### src/rtl/db_sense_detect.sv
// Daughterboard SENSE probe: drive high/release/sample, then drive low/release/sample.
// Classifies the pin response and debounces it over consecutive scans into present/fault status.
module db_sense_detect #(
    parameter int DRIVE_CYCLES  = 16,
    parameter int SETTLE_CYCLES = 64,
    parameter int SCAN_INTERVAL = 100000,
    parameter int DEBOUNCE      = 3
) (
    input  logic clk_i,
    input  logic rst_i,
    input  logic sense_i,
    output logic sense_o,
    output logic sense_oe_o,
    input  logic scan_i,
    output logic busy_o,
    output logic present_o,
    output logic fault_o,
    output logic valid_o,
    output logic change_o
);
    typedef enum logic [2:0] {
        S_IDLE, S_DRIVE_HI, S_SETTLE_HI, S_DRIVE_LO, S_SETTLE_LO, S_DECIDE
    } state_t;

    typedef enum logic [1:0] {
        C_ABSENT = 2'd0, C_PRESENT = 2'd1, C_FAULT = 2'd2
    } cls_t;

    localparam int PMAX = (DRIVE_CYCLES > SETTLE_CYCLES) ? DRIVE_CYCLES : SETTLE_CYCLES;
    localparam int PW   = $clog2(PMAX + 1);
    localparam int IW   = (SCAN_INTERVAL > 0) ? $clog2(SCAN_INTERVAL + 1) : 1;
    localparam int DW   = $clog2(DEBOUNCE + 1);

    state_t          r_state, w_state_nxt;
    logic [PW-1:0]   r_cnt;
    logic [IW-1:0]   r_ivl;
    logic            r_first;
    logic [1:0]      r_sync;
    logic            r_s_hi, r_s_lo;
    cls_t            r_cand, r_cur, w_cls, w_cand_nxt;
    logic [DW-1:0]   r_dcnt, w_dcnt_nxt;
    logic            r_valid, r_present, r_fault, r_change;
    logic            r_oe, r_out, r_busy;
    logic            w_oe_nxt, w_out_nxt, w_busy_nxt;
    logic            w_start, w_drive_done, w_settle_done, w_update;

    assign w_drive_done  = (r_cnt == PW'(DRIVE_CYCLES - 1));
    assign w_settle_done = (r_cnt == PW'(SETTLE_CYCLES - 1));
    // First idle cycle after reset always launches a scan so detection needs no request.
    assign w_start = r_first || scan_i ||
                     ((SCAN_INTERVAL != 0) && (r_ivl == IW'(SCAN_INTERVAL)));

    always_ff @(posedge clk_i) begin
        if (rst_i) begin
            r_state <= S_IDLE;
        end else begin
            r_state <= w_state_nxt;
        end
    end

    always_comb begin
        w_state_nxt = r_state;
        case (r_state)
            S_IDLE:      if (w_start)       w_state_nxt = S_DRIVE_HI;
            S_DRIVE_HI:  if (w_drive_done)  w_state_nxt = S_SETTLE_HI;
            S_SETTLE_HI: if (w_settle_done) w_state_nxt = S_DRIVE_LO;
            S_DRIVE_LO:  if (w_drive_done)  w_state_nxt = S_SETTLE_LO;
            S_SETTLE_LO: if (w_settle_done) w_state_nxt = S_DECIDE;
            default:                        w_state_nxt = S_IDLE;
        endcase
    end

    // Pad controls are decoded from the next state and registered, so they never glitch.
    always_comb begin
        w_busy_nxt = (w_state_nxt != S_IDLE);
        w_oe_nxt   = (w_state_nxt == S_DRIVE_HI) || (w_state_nxt == S_DRIVE_LO);
        w_out_nxt  = (w_state_nxt == S_DRIVE_HI);
    end

    always_comb begin
        case ({r_s_hi, r_s_lo})
            2'b00:   w_cls = C_PRESENT;
            2'b11:   w_cls = C_ABSENT;
            default: w_cls = C_FAULT;
        endcase
        w_cand_nxt = w_cls;
        w_dcnt_nxt = DW'(1);
        if (w_cls == r_cand) begin
            w_cand_nxt = r_cand;
            w_dcnt_nxt = (r_dcnt == DW'(DEBOUNCE)) ? r_dcnt : r_dcnt + DW'(1);
        end
        w_update = (w_dcnt_nxt == DW'(DEBOUNCE)) && (!r_valid || (w_cand_nxt != r_cur));
    end

    always_ff @(posedge clk_i) begin
        if (rst_i) begin
            r_cnt     <= '0;
            r_ivl     <= '0;
            r_first   <= 1'b1;
            r_sync    <= 2'b00;
            r_s_hi    <= 1'b0;
            r_s_lo    <= 1'b0;
            r_cand    <= C_ABSENT;
            r_cur     <= C_ABSENT;
            r_dcnt    <= '0;
            r_valid   <= 1'b0;
            r_present <= 1'b0;
            r_fault   <= 1'b0;
            r_change  <= 1'b0;
            r_oe      <= 1'b0;
            r_out     <= 1'b0;
            r_busy    <= 1'b0;
        end else begin
            r_first  <= 1'b0;
            r_sync   <= {r_sync[0], sense_i};
            r_oe     <= w_oe_nxt;
            r_out    <= w_out_nxt;
            r_busy   <= w_busy_nxt;
            r_change <= 1'b0;
            r_cnt    <= ((w_state_nxt != r_state) || (r_state == S_IDLE)) ? '0 : r_cnt + PW'(1);
            if (r_state == S_DECIDE) begin
                r_ivl <= '0;
            end else if ((r_state == S_IDLE) && (r_ivl != IW'(SCAN_INTERVAL))) begin
                r_ivl <= r_ivl + IW'(1);
            end
            if ((r_state == S_SETTLE_HI) && w_settle_done) r_s_hi <= r_sync[1];
            if ((r_state == S_SETTLE_LO) && w_settle_done) r_s_lo <= r_sync[1];
            if (r_state == S_DECIDE) begin
                r_cand <= w_cand_nxt;
                r_dcnt <= w_dcnt_nxt;
                if (w_update) begin
                    r_cur     <= w_cand_nxt;
                    r_valid   <= 1'b1;
                    r_present <= (w_cand_nxt == C_PRESENT);
                    r_fault   <= (w_cand_nxt == C_FAULT);
                    r_change  <= 1'b1;
                end
            end
        end
    end

    assign sense_o    = r_out;
    assign sense_oe_o = r_oe;
    assign busy_o     = r_busy;
    assign present_o  = r_present;
    assign fault_o    = r_fault;
    assign valid_o    = r_valid;
    assign change_o   = r_change;
endmodule

### config.mk
export PLATFORM = sky130hd
export DESIGN_NAME = db_sense_detect
export DESIGN_NICKNAME = d
export VERILOG_FILES = /design/src/rtl/db_sense_detect.sv
export SDC_FILE = /design/constraint.sdc
export NUM_CORES = 1
export LEC_CHECK = 0
export CORE_MARGIN = 5
export CORE_UTILIZATION = 45
export CTS_BUF_LIST = sky130_fd_sc_hd__clkbuf_16
export DETAILED_ROUTE_END_ITERATION = 12
export SLEW_MARGIN = 20
export SYNTH_ARGS = -nofsm -noshare
export SYNTH_HDL_FRONTEND = slang
export SYNTH_SLANG_ARGS = --single-unit
### constraint.sdc
create_clock -name clk_i -period 3.6 [get_ports clk_i]
set_input_delay 0.72 -clock clk_i [delete_from_list [all_inputs] [get_ports clk_i]]
set_output_delay 0.72 -clock clk_i [all_outputs]
set_load 0.03 [all_outputs]
==> metrics.md, run 1 <==
| Metric | Value |
|---|---|
| Number of synthesized register bits | `45` |
| Full die area | `about 6200 µm²` |
| Highest metal layer with signal wires | `met4` |
| Async set-or-reset flop fraction in the synthesized netlist | `0` |
| Post_cts resized | `0` |
| Prevailing post-synth register cell | `sky130_fd_sc_hd__dfxtp_1` |
| Post-DP HPWL | `approximately 2900 µm` |
| Synth Area in Simple Gates | `0.283` |
| Clock input transition at the sequential cells of the worst setup and hold paths | `around 0.06 ns` |
| Worst-case clock buffer depth | `2` |
| Post-layout minimum cycle time | `roughly 2.1 ns` |
| Site row count | `25` |
| Clock insertion delay at the later pin of the skew report | `between 0.2 and 0.3 ns` |
| Num ports | `11` |
| Final #Nets | `257` |
| Worst Tran Pin Value | `0.655 ns` |
| Final design utilization | `0.514` |
| Largest net degree at the start of global routing | `18` |
| DR iter-0 viols | `61` |
| Antenna violation net count after detailed routing | `0` |
| Mux cell area share after synthesis | `0.0282` |
| Finished layout cell area | `approximately 2400 µm²` |
| Xor/xnor share of the synthesized area | `0.0494` |
| Detailed route wirelength on metal3 | `152 µm` |
| Synthesized cell area | `around 2100 µm²` |
| Largest family of logic cells by synthesized area | `simple AND/OR/NAND/NOR gates` |
| Number of library cell types mapped by synthesis | `slightly below 50` |
| Share of synthesized area occupied by flip-flops and latches | `0.423` |
| Via count of the first global-routing pass | `roughly 1600` |
| RSZ-0062 raised after global routing | `false` |
| First-pass detailed-route iteration total | `4` |
| Final worst clock skew | `around 0.0041 ns` |
| Final weighted congestion in routability-driven placement | `between 0.7 and 0.8` |
| Count of buffers from port buffering | `10` |
| Reg power frac | `0.498` |
| Total DRC errors in the routed layout | `0` |
| Hold buffer count at CTS | `0` |
| Total number of vias | `around 1700` |
| Starting Density | `0.457` |
| Area of the multi-input gates | `about 1100 µm²` |
| Post-synthesis to final-layout area growth | `12.5%` |
| Worst vdd ir | `approximately 0.27 mV` |
| Number of antenna violations at the first check in global routing | `0` |
| Setup bufs post-CTS | `0` |
| Count of max-cap constraint violations | `0` |
| Number of CTS-inserted buffers | `5` |
| Number of inserted filler cells in the final layout | `between 400 and 500` |
| Fraction of layout cells with a size suffix above 1 | `0.0602` |
| Gr usage total | `0.145` |
| Die Wd | `78.8 µm` |
| Core Area | `4660 µm²` |
| Power density over the cells | `~440 nW/µm²` |
| Cell at the root of the clock tree | `sky130_fd_sc_hd__clkbuf_16` |
| Net count of the mapped netlist | `249` |
| Start-to-end type of the worst setup path | `input pin to flop` |
| Routed length on met2 | `slightly below 2000 µm` |
| Clk sink count | `45` |
| Setup TNS | `0 ns` |
| Area post-placement | `around 2200 µm²` |
| Post-Syn Area per Cell | `~8.9 µm²` |
| Final global-route overflow total | `0` |
| TritonCTS clock tree | `yes` |
| H-tree levels | `2` |
| Clk network pwr share | `0.435` |
| Worst path required time | `about 3.8 ns` |
| Pins Over Slew Limit | `0` |
| Ys Warns | `0` |
| Crit start category | `input pin` |
| Adder-cell share of the synthesized area | `0.0294` |
| Global-route wire length before repair | `between 7000 and 8000 µm` |
| Internal cell power | `between 0.7 and 0.8 mW` |
| Max-Slew Margin vs Limit | `0.563` |
| Sequential cell area | `901 µm²` |
| Final clock period utilization by the worst path | `0.590` |
| Antenna cells | `0` |
| Final number of hold-violating endpoints | `0` |
| Cell count after synthesis | `between 200 and 250` |
| WL per Instance | `13.6 µm` |
| Comb pwr share | `0.068` |
| Number of synthesized flops with an enable pin | `0` |
| Drt via density | `around 5.6` |
| Critical path data arrival time | `~2.3 ns` |
| NetSw | `0.248 mW` |
| WL met1 | `approximately 2000 µm` |
| Min-delay worst type | `flop to flop` |
| Outcome | `complete, no violations` |
| Top fanout value on the critical path | `14` |
| Compound-Gate Fraction of Synth Area | `0.141` |
| Final setup viols | `0` |
| CP Capture Type | `flop` |
| Lkg Pwr | `between 0.7 and 0.8 nW` |
| Aggregate routed wire length | `about 4100 µm` |
| Overall die height | `around 79 µm` |
| Sw Ratio | `0.237` |
| Fmax | `between 400 and 500 MHz` |
worst max-delay path: stages:
cell and delay [ns]:
sky130_fd_sc_hd__clkdlybuf4s50_1 0.61, sky130_fd_sc_hd__nor3_1 0.43, sky130_fd_sc_hd__nand2_1 0.25, sky130_fd_sc_hd__nor4b_1 0.29
kinds of logic after synthesis:
| kind of cell | after synthesis |
|---|---|
| XOR/XNOR | 12 |
| AO/OA/AOI/OAI | 50 |
| flip-flops | 45 |
| adder cells (fa/ha/maj) | 5 |
| buffers and inverters | 21 |
| multiplexers | 6 |
| AND/OR/NAND/NOR | 101 |
power by group through the flow:
| stage | registers [mW] | clock network (mW) | logic, mW |
|---|---|---|---|
| 2_1_floorplan | 0.533 | 0 | 0.0494 |
| 3_3_place_gp | 0.532 | 0 | 0.0714 |
| 5_1_grt | 0.522 | 0.493 | 0.0794 |
| 3_5_place_dp | 0.532 | 0 | 0.0712 |
| 4_1_cts | 0.520 | 0.472 | 0.0717 |
| 6_report | 0.521 | 0.455 | 0.0710 |
cell usage after synthesis (all sizes together), types with 2 or more instances:
library cell / count / share of area
mux2i: 6 / 0.028
a21oi: 21 / 0.049
and4b: 3 / 0.015
nor3: 7 / 0.024
and3: 2 / 0.0059
o21a: 2 / 0.0071
nand4: 7 / 0.021
nor2: 15 / 0.026
ha: 5 / 0.029
nand2b: 8 / 0.024
o21ai: 16 / 0.038
inv: 11 / 0.019
nand4b: 2 / 0.0082
dfxtp: 45 / 0.42
a211oi: 2 / 0.0071
nor2b: 4 / 0.012
clkbuf: 4 / 0.0071
nand2: 14 / 0.025
nand3: 11 / 0.026
xor2: 6 / 0.025
xnor2: 6 / 0.025
buf: 6 / 0.019
or3: 12 / 0.035
or4b: 2 / 0.0094
and4: 2 / 0.0082
nor4b: 4 / 0.016
flip-flops by register name, indices dropped and copies added, names as in the netlist, 2 cells and up:
register / flops
r_cand: 2
r_dcnt: 2
r_ivl: 17
r_sync: 2
r_cur: 2
r_cnt: 7
r_state: 3
layout by cell type (no fill, tap or decap), drive strengths merged, types with 3 or more instances in the layout:
| master | count |
|---|---|
| and4b | 3 |
| dfxtp | 45 |
| inv | 12 |
| nand2b | 8 |
| nand4 | 7 |
| nor2 | 15 |
| xnor2 | 6 |
| xor2 | 6 |
| nand2 | 14 |
| o21ai | 16 |
| nor2b | 4 |
| clkbuf | 5 |
| ha | 5 |
| nand3 | 11 |
| clkdlybuf4s50 | 10 |
| mux2i | 6 |
| or3 | 12 |
| nor4b | 4 |
| nor3 | 7 |
| a21oi | 21 |
layer usage:
layer | track usage | vias up
li1 | - | 881
met1 | 0.183 | 799
met2 | 0.233 | 26
met3 | 0.0431 | 2
met4 | 0.0542 | 0
met5 | 0 | -
path summary, 6_finish.rpt:
check               to  startpoint  depth (start not counted)  slack [ns]
max           r_cnt[3]       rst_i                          4        1.47
min          r_sync[1]   r_sync[0]                          1        0.45
max reg2reg   r_cnt[1]    r_ivl[0]                          6        1.57
min reg2reg  r_sync[1]   r_sync[0]                          1        0.45
cell type report:
class,count,area share
flip-flops and latches,45,0.376
repair buffers,11,0.0450
well taps,54,0.0282
multi-input cells,174,0.472
inverters,11,0.0173
clock inverters,3,0.00889
clock buffers,5,0.0523
stage by stage:
step / power [mW] / instances / hold WS (ns) / setup slack [ns]
final: 1.05 / 303 / 0.454 / 1.47
after global routing: 1.09 / 303 / 0.473 / 1.32
after global placement: 0.603 / 295 / 0.444 / 1.22
after floorplan: 0.582 / 240 / 0.414 / 1.90
after detailed placement: 0.603 / 295 / 0.449 / 1.17
after CTS: 1.06 / 303 / 0.460 / 1.48
Power figures use the tool's default switching activity.
==> inputs of run 2 (changes only) <==
clock period = 2.1 ns   (was 3.6 ns; I/O delays follow)
==> run 2 against run 1 <==
Critical path depth is 2 higher. Via count grew 0.35%. Flip-flop and latch count did not move. Register-to-register slack lost 1.4 ns. Final area rose by 3.2%. Clock-buffer cell count is the same. Critical path type is now flop to flop. Highest routed layer unchanged.
==> metrics.md, run 2 (synthesized netlist as in run 1, its figures left out) <==
| Metric | Value |
|---|---|
| Post-synthesis to final-layout area growth | `16.1% (was 12.5%)` |
| Critical path data arrival time | `2.10 ns (was 2.31 ns)` |
| Aggregate routed wire length | `4170 µm (was 4130 µm)` |
| Number of cells on the worst reg-to-reg path | `6 (unchanged)` |
| Crit path from | `r_ivl[0] (was rst_i)` |
| Fraction of layout cells with a size suffix above 1 | `0.0784 (was 0.0602)` |
| Count of buffers from port buffering | `10 (unchanged)` |
| Largest registers | `r_ivl x17, r_cnt x7, r_state x3 (unchanged)` |
| Most flop-heavy register | `r_ivl (unchanged)` |
| Placed cell count | `301 (was 295)` |
| Crit start category | `flop (was input pin)` |
| Setup bufs post-CTS | `0 (unchanged)` |
| Largest net degree at the start of global routing | `27 (was 18)` |
| Worst-case clock buffer depth | `2 (unchanged)` |
| Final setup viols | `0 (unchanged)` |
| Start-to-end type of the worst setup path | `flop to flop (was input pin to flop)` |
| Final worst clock skew | `0.00607 ns (was 0.00411 ns)` |
| Hold buffer count at CTS | `0 (unchanged)` |
| Clk sink count | `45 (unchanged)` |
| Worst hold path startpoint | `r_sync[0] (unchanged)` |
| TritonCTS clock tree | `yes (unchanged)` |
| Critical Path Slowest Stage Cell | `sky130_fd_sc_hd__a221oi_2 (was sky130_fd_sc_hd__clkdlybuf4s50_1)` |
| Most common cell after layout, fill and taps aside | `sky130_fd_sc_hd__dfxtp_1 (unchanged)` |
| Power density over the cells | `769 nW/µm² (was 437 nW/µm²)` |
| Worst path required time | `2.25 ns (was 3.78 ns)` |
| Min-delay worst type | `flop to flop (unchanged)` |
| Pins Over Slew Limit | `0 (unchanged)` |
| Post_cts resized | `0 (unchanged)` |
| Clock insertion delay at the later pin of the skew report | `0.28 ns (about the same)` |
| Overall die height | `78.8 µm (unchanged)` |
| Top fanout value on the critical path | `5 (was 14)` |
| Clock input transition at the sequential cells of the worst setup and hold paths | `0.06 ns (about the same)` |
| Cell at the root of the clock tree | `sky130_fd_sc_hd__clkbuf_16 (unchanged)` |
| Antenna violation net count after detailed routing | `0 (unchanged)` |
| Max-Slew Margin vs Limit | `0.682 (was 0.563)` |
| Worst vdd ir | `0.424 mV (was 0.269 mV)` |
| WL per Instance | `13.5 µm (was 13.6 µm)` |
| Instance count on the critical path | `6 (was 4)` |
| Number of antenna violations at the first check in global routing | `0 (unchanged)` |
| Total DRC errors in the routed layout | `0 (unchanged)` |
| Count of max-cap constraint violations | `0 (unchanged)` |
| Die Wd | `78.8 µm (unchanged)` |
| Worst Tran Pin Value | `0.477 ns (was 0.655 ns)` |
| Post-layout minimum cycle time | `between 1.5 and 2 ns` |
| Num ports | `11 (unchanged)` |
| Setup TNS | `0 ns (unchanged)` |
| Cell Chain, Critical Path | `inv_1 -> ha_1 -> nor4bb_1 -> nand4_1 -> a221oi_2 -> o22ai_1 (was clkdlybuf4s50_1 -> nor3_1 -> nand2_1 -> nor4b_1)` |
| Drt via density | `5.55 (was 5.64)` |
| Crit-path leading delay family | `compound AO/OA/AOI/OAI gates (was simple AND/OR/NAND/NOR gates)` |
| Number of CTS-inserted buffers | `5 (unchanged)` |
| FF-to-FF Start | `r_ivl[0] (unchanged)` |
| Site row count | `25 (unchanged)` |
| Core Area | `4660 µm² (unchanged)` |
| Final global-route overflow total | `0 (unchanged)` |
| Final number of hold-violating endpoints | `0 (unchanged)` |
| H-tree levels | `2 (unchanged)` |
| First-pass detailed-route iteration total | `4 (unchanged)` |
| Post-DP HPWL | `2980 µm (was 2870 µm)` |
| Buffers and inverters on the worst path | `1 (unchanged)` |
| Final clock period utilization by the worst path | `0.928` |
| Leading cell types in the layout, fill and taps excluded | `sky130_fd_sc_hd__dfxtp_1, sky130_fd_sc_hd__a21oi_1, sky130_fd_sc_hd__o21ai_0, sky130_fd_sc_hd__nor2_1, sky130_fd_sc_hd__nand2_1 (unchanged)` |
| Final #Nets | `263 (was 257)` |
| Starting Density | `0.457 (unchanged)` |
| Final Instance Count excl. Fillers | `309 (was 303)` |
| Flip-flop count of the largest register, all copies and words added | `17 (unchanged)` |
| Outcome | `complete, no violations (unchanged)` |
| DR iter-0 viols | `53 (was 61)` |
| Final weighted congestion in routability-driven placement | `0.803 (was 0.751)` |
| RSZ-0062 raised after global routing | `false (unchanged)` |
| WHS Path Cells | `1 (unchanged)` |
| Full die area | `6200 µm² (unchanged)` |
| Longest individual stage delay on the worst path | `0.51 ns (was 0.61 ns)` |
| Number of inserted filler cells in the final layout | `452 (was 463)` |
| Fmax | `513 MHz` |
| Via count of the first global-routing pass | `1558 (was 1572)` |
| Lkg Pwr | `0.823 nW (was 0.781 nW)` |
| CP Capture Type | `flop (unchanged)` |
| Gr usage total | `0.146 (was 0.145)` |
| Global-route wire length before repair | `7100 µm (was 7170 µm)` |
| Antenna cells | `0 (unchanged)` |
| Total number of vias | `1714 (was 1708)` |
-- run 2: layout make-up --
class                      count  area [µm²]  area share
timing repair buffer          17         165      0.0668
sequential                    45         901       0.365
clock inverter                 3        41.3      0.0167
clock buffer                   5         125      0.0506
multi-input combinational    174        1130       0.457
inverter                      11        41.3      0.0167
tap                           54        67.6      0.0273
-- run 2: final timing paths --
path	endpoint	slack (ns)
worst max-delay path	r_cnt[1]	0.15
worst min-delay path	r_sync[1]	0.46
worst max register to register	r_cnt[1]	0.15
worst min register to register	r_sync[1]	0.46
-- run 2: report_power, final --
| group | switching, mW | internal (mW) |
|---|---|---|
| clock network | 0.318 | 0.557 |
| registers | 0.0178 | 0.874 |
| logic | 0.0733 | 0.0592 |
-- run 2: per-layer routing --
| layer | wire length (µm) | vias up | track usage |
|---|---|---|---|
| li1 | - | 898 | - |
| met1 | 2020 | 783 | 0.180 |
| met2 | 1930 | 26 | 0.236 |
| met3 | 137 | 7 | 0.0374 |
| met4 | 79 | 0 | 0.0734 |
| met5 | 0 | - | 0 |
-- run 2: stage by stage --
stage / hold slack [ns] / power (mW) / util / worst slack [ns] / instance area [µm²]
final: 0.459 / 1.90 / 0.530 / 0.151 / 2470
after global routing: 0.482 / 1.99 / 0.530 / 0.00458 / 2470
after CTS: 0.468 / 1.93 / 0.530 / 0.151 / 2470
after detailed placement: 0.457 / 1.04 / 0.494 / 0.202 / 2300
after global placement: 0.419 / 1.04 / 0.494 / 0.234 / 2300
after floorplan: 0.414 / 0.999 / - / 0.405 / 2130
==> inputs of run 3 (changes only) <==
CAP_MARGIN = 30   (was not set)
CTS_CLUSTER_DIAMETER = 80   (was not set)
==> results of run 3 <==
Final layout, timing and power as in run 2 (identical DEF).
